$ cat src/rtl/multicycle_sequencer.sv
// Multi-cycle FETCH/DECODE/EXEC/MEM/WB control FSM for the 2-bit-opcode datapath.
// Drives datapath strobes, runs the memory req/ack handshake with timeout, counts retirements.
module multicycle_sequencer #(
  parameter int MEM_TIMEOUT = 15,
  parameter int CNT_W       = 16
) (
  input  logic             Clk,
  input  logic             Clear_n,
  input  logic             Start,
  input  logic [1:0]       Opcode,
  input  logic             Zero,
  input  logic             MemAck,
  input  logic             Stall,
  output logic             MemReq,
  output logic             MemRead,
  output logic             MemWrite,
  output logic             IRWrite,
  output logic             PCWrite,
  output logic             PCSrc,
  output logic             RegDst,
  output logic             RegWrite,
  output logic             ALUSrc,
  output logic             ALUOp,
  output logic             MemtoReg,
  output logic             Busy,
  output logic             Fault,
  output logic [CNT_W-1:0] InstrCount
);

  typedef enum logic [2:0] {
    S_IDLE   = 3'd0,
    S_FETCH  = 3'd1,
    S_DECODE = 3'd2,
    S_EXEC   = 3'd3,
    S_MEM    = 3'd4,
    S_WB     = 3'd5,
    S_FAULT  = 3'd6
  } state_t;

  localparam logic [1:0] OP_R  = 2'b00;
  localparam logic [1:0] OP_LD = 2'b01;
  localparam logic [1:0] OP_ST = 2'b10;
  localparam logic [1:0] OP_BR = 2'b11;

  state_t           state_q, state_d;
  logic [1:0]       op_q, op_d;
  logic [7:0]       timer_q, timer_d;
  logic [CNT_W-1:0] cnt_q, cnt_d;
  logic             retire;
  logic             timeout;

  assign timeout = (timer_q == 8'(MEM_TIMEOUT));

  always_comb begin
    state_d  = state_q;
    op_d     = op_q;
    retire   = 1'b0;
    MemReq   = 1'b0;
    MemRead  = 1'b0;
    MemWrite = 1'b0;
    IRWrite  = 1'b0;
    PCWrite  = 1'b0;
    PCSrc    = 1'b0;
    RegDst   = 1'b0;
    RegWrite = 1'b0;
    ALUSrc   = 1'b0;
    ALUOp    = 1'b0;
    MemtoReg = 1'b0;
    Fault    = 1'b0;
    unique case (state_q)
      S_IDLE: begin
        if (Start) state_d = S_FETCH;
      end
      S_FETCH: begin
        MemReq  = 1'b1;
        MemRead = 1'b1;
        if (MemAck) begin
          IRWrite = 1'b1;
          PCWrite = 1'b1;
          state_d = S_DECODE;
        end else if (timeout) begin
          state_d = S_FAULT;
        end
      end
      S_DECODE: begin
        if (!Stall) begin
          op_d    = Opcode;
          state_d = S_EXEC;
        end
      end
      S_EXEC: begin
        if (!Stall) begin
          unique case (op_q)
            OP_R: begin
              ALUOp   = 1'b1;
              state_d = S_WB;
            end
            OP_LD, OP_ST: begin
              ALUSrc  = 1'b1;
              ALUOp   = 1'b1;
              state_d = S_MEM;
            end
            OP_BR: begin
              PCWrite = Zero;
              PCSrc   = Zero;
              retire  = 1'b1;
            end
            default: state_d = S_IDLE;
          endcase
        end
      end
      S_MEM: begin
        MemReq   = 1'b1;
        MemRead  = (op_q == OP_LD);
        MemWrite = (op_q == OP_ST);
        if (MemAck) begin
          if (op_q == OP_LD) state_d = S_WB;
          else               retire  = 1'b1;
        end else if (timeout) begin
          state_d = S_FAULT;
        end
      end
      S_WB: begin
        if (!Stall) begin
          RegWrite = 1'b1;
          RegDst   = (op_q == OP_R);
          MemtoReg = (op_q == OP_LD);
          retire   = 1'b1;
        end
      end
      S_FAULT: begin
        Fault = 1'b1;
      end
      default: state_d = S_IDLE;
    endcase
    // Every instruction end chains straight into the next fetch while Start is held
    if (retire) state_d = Start ? S_FETCH : S_IDLE;
  end

  assign Busy       = (state_q != S_IDLE) && (state_q != S_FAULT);
  assign InstrCount = cnt_q;
  assign timer_d    = (MemReq && !MemAck) ? timer_q + 8'd1 : 8'd0;
  assign cnt_d      = cnt_q + {{(CNT_W-1){1'b0}}, retire};

  always_ff @(posedge Clk or negedge Clear_n) begin
    if (!Clear_n) begin
      state_q <= S_IDLE;
      op_q    <= 2'b00;
      timer_q <= 8'd0;
      cnt_q   <= '0;
    end else begin
      state_q <= state_d;
      op_q    <= op_d;
      timer_q <= timer_d;
      cnt_q   <= cnt_d;
    end
  end

endmodule
$ cat config.mk
export PLATFORM = sky130hd
export DESIGN_NAME = multicycle_sequencer
export DESIGN_NICKNAME = d
export VERILOG_FILES = /design/src/rtl/multicycle_sequencer.sv
export SDC_FILE = /design/constraint.sdc
export NUM_CORES = 1
export LEC_CHECK = 0
export BUFFER_PORTS_ARGS = -buffer_cell sky130_fd_sc_hd__buf_4
export CAP_MARGIN = 5
export CORE_MARGIN = 4
export CORE_UTILIZATION = 57
export CTS_CLUSTER_DIAMETER = 30
export CTS_CLUSTER_SIZE = 20
export DETAILED_ROUTE_END_ITERATION = 12
export MAX_ROUTING_LAYER = met4
export PLACE_DENSITY = 0.95
export SLEW_MARGIN = 20
export SYNTH_ARGS = -nofsm -noshare
export SYNTH_HDL_FRONTEND = slang
export SYNTH_SLANG_ARGS = --single-unit
$ cat constraint.sdc
create_clock -name Clk -period 5.3 [get_ports Clk]
set_input_delay 0.53 -clock Clk [delete_from_list [all_inputs] [get_ports Clk]]
set_output_delay 0.53 -clock Clk [all_outputs]
set_load 0.05 [all_outputs]
==> metrics.yaml <==
run_status:
  status: "completed"
detailed_routing:
  vias_per_cell: 5.67
  first_iter_violations: 43
  detail-route-antenna-nets: 0
  avgRoutedWirePerCell_um: 14.6
  finalWirelength_um: 3380
  dr_vias: 1315
  drt_drc_violations_left: 0
  length_of_the_first_detailed_routing_pass_in_iterations: 4
setup_path:
  reg_to_reg_setup_timing_slack_ns: 2.69
  timing.setup.critical_path_class: "reg2reg"
  arrival_ns: 2.86
  setup.worst_path.start: "state_q[1]$_DFFE_PN0P_"
  timing.critical_path.from_type: "flop"
  required_ns: 5.55
  regToRegStartpoint: "state_q[1]$_DFFE_PN0P_"
  critical_path_peak_fanout: 17
  end_kind: "flop"
global_route:
  grt_util_overall: 0.225
  first_pass_grt_wire_length_um: 5790
  grt_antenna_before_repair: 0
  grt_overflow_total: 0
  first_global_vias: 1337
  grt_max_degree: 30
power_and_ir_drop:
  sw_ratio: 0.477
  cell_internal_pwr_uw: 488
  seq_power_share: 0.359
  vdd.ir_drop.worst_mv: 0.472
  static-leakage-power_uw: 0.000935
  power.combinational.fraction: 0.497
  clock_power_share: 0.144
  power.net_switching_uw: 445
  pwr_density_cell_nw_per_um2: 487
clocking:
  clock_path_buffers: 2
  clock-sinks: 29
  tritoncts: "built"
  clkTransAtPathRegs_ns: 0.09
  hold_buffers: 0
  post_cts_resize_count: 0
  post-cts-setup-buffers: 0
  cts_bufs_inserted: 5
  number_of_h_tree_levels: 2
  cts_root_buf: "clkbuf_4"
  worstSkewPairLatency_ns: 0.32
timing:
  fin_skew_ns: 0.00292
  setup_repair_after_global_routing_missed_its_margin: "no"
  final_cycle_share: 0.493
  fin_crit_ns: 2.61
  finalHoldViolations: 0
  fmax_mhz: 382
  worstMarginPinSlew_ns: 0.442
  setup_viol_count_final: 0
  setup_tns_ns: 0
  timing_max_transition_violations_final: 0
  timing.slew.headroom: 0.701
yosys:
  synth_area_leader_cell: "dfrtp_1"
  number_of_register_bits_inferred_by_synthesis: 29
  register_area_share_after_synthesis: 0.462
  netlist.area_leader.share: 0.462
  synth_area_sq_um: 1570
  post_synth_most_frequent_cells: "dfrtp_1 (29), nor2_1 (23), nand2_1 (14), xnor2_1 (14), ha_1 (8)"
  postSynth.topFlopCell: "dfrtp_1"
  syn_area_per_cell_sq_um: 9.64
  synth_fp_nets: 179
  synth.area.top_cells: "dfrtp_1 (46%), xnor2_1 (7.8%), ha_1 (6.4%), nor2_1 (5.5%), xor2_1 (3.9%)"
  yosysWarningCount: 0
  synth.distinct_cells: 37
  async_reset_ff_frac: 1.00
  postSynthCellCount: 163
  yosysMostFrequentCell: "dfrtp_1"
  synth_enable_flop_cells: 0
floorplan:
  placeableCoreArea_sq_um: 2540
  chipWidth_um: 60.5
  core.rowCount: 18
  start_util: 0.618
  die_height_um: 60.5
  floorplan.die_area_sq_um: 3660
  floorplan.io_pins: 37
cells_and_area:
  fin_util: 0.753
  final_nets: 218
  drive_gt1_frac: 0.238
  num_antenna_cells: 0
  fillerInstances: 184
  area.growth.synth_to_final_pct: 21.9
placement:
  globalplace.congestion: 0.872
  placement.io_buffers: 36
  dp_hpwl_um: 2510
run:
  max_cap_viol_count: 0
min_path:
  type_of_the_most_critical_hold_path: "in2async"
[worst max-delay path: stages (launching register included)]
cell and delay, ns:
dfrtp_1 0.55, nand2b_1 0.29, nor4b_1 0.42, a31o_2 0.24, ha_1 0.24, ha_1 0.25, nand4_1 0.21, nor2_1 0.18
xor2_1 0.17
[flip-flops by register name (all words and copies together), names as in the netlist]
| name | flops |
|---|---|
| state_q | 3 |
| op_q | 2 |
| timer_q | 8 |
| InstrCount | 16 |
[logic make-up after synthesis]
logic type	count (synthesis)	synth area share
compound gates	17	0.0764
xor+xnor	21	0.117
fa+ha+maj	8	0.0637
buf+inv	11	0.0287
flops	29	0.462
mux	1	0.00637
simple gates	76	0.246
[worst paths after layout]
kind	endpoint	depth (start not counted)
min reg2reg	timer_q[0]$_DFF_PN0_	1
min in group Clk	op_q[1]$_DFFE_PN0P_	3
min	InstrCount[11]$_DFF_PN0_	1
max in group asynchronous	InstrCount[7]$_DFF_PN0_	1
max reg2reg	InstrCount[10]$_DFF_PN0_	8
max	InstrCount[10]$_DFF_PN0_	8
[final cells by class]
type / instances / area (sq um) / area share
repair buffers: 36 / 270 / 0.141
clock buffers: 7 / 55.1 / 0.0287
well taps: 30 / 37.5 / 0.0196
multi-input cells: 123 / 801 / 0.418
flip-flops and latches: 29 / 726 / 0.379
inverters: 7 / 26.3 / 0.0137
[power groups by stage]
stage          clock, uW  sequential, uW  combinational (uW)
2_1_floorplan          0             355                 314
3_3_place_gp           0             326                 454
3_5_place_dp           0             335                 464
4_1_cts              137             332                 467
5_1_grt              154             343                 502
6_report             135             335                 464
[layout by cell type (no fill, tap or decap), drive strengths merged, types with 2 or more instances in the layout]
cell type  count
nand2         14
inv            7
nand4          4
a311oi         2
nor2          23
xnor2         14
nand3          6
or2b           3
xor2           7
a21oi          5
nand3b         2
and3           4
ha             8
nor3           2
o21ai          5
clkbuf         7
or2            2
nor4           2
dfrtp         29
buf           36
nand2b         3
and2           5
or3            2
[stage by stage]
step           setup slack (ns)  instances  power (uW)  hold WS (ns)  area (sq um)
6_report                   2.69        232         933         0.108          1920
5_1_grt                    2.39        232         999         0.102          1920
4_1_cts                    2.67        232         936         0.117          1920
3_5_place_dp               2.65        225         799         0.471          1860
3_3_place_gp               2.85        225         780         0.445          1860
2_1_floorplan              2.34        163         670         0.234          1570
[routing by layer]
metal / global-route usage / vias up / routed length [um]
met5: - / - / 0
met4: 0.102 / 0 / 42
met3: 0.0809 / 6 / 294
met2: 0.355 / 56 / 1670
met1: 0.257 / 625 / 1380
li1: - / 628 / -
No activity file was read; power rests on OpenSTA's default activity.
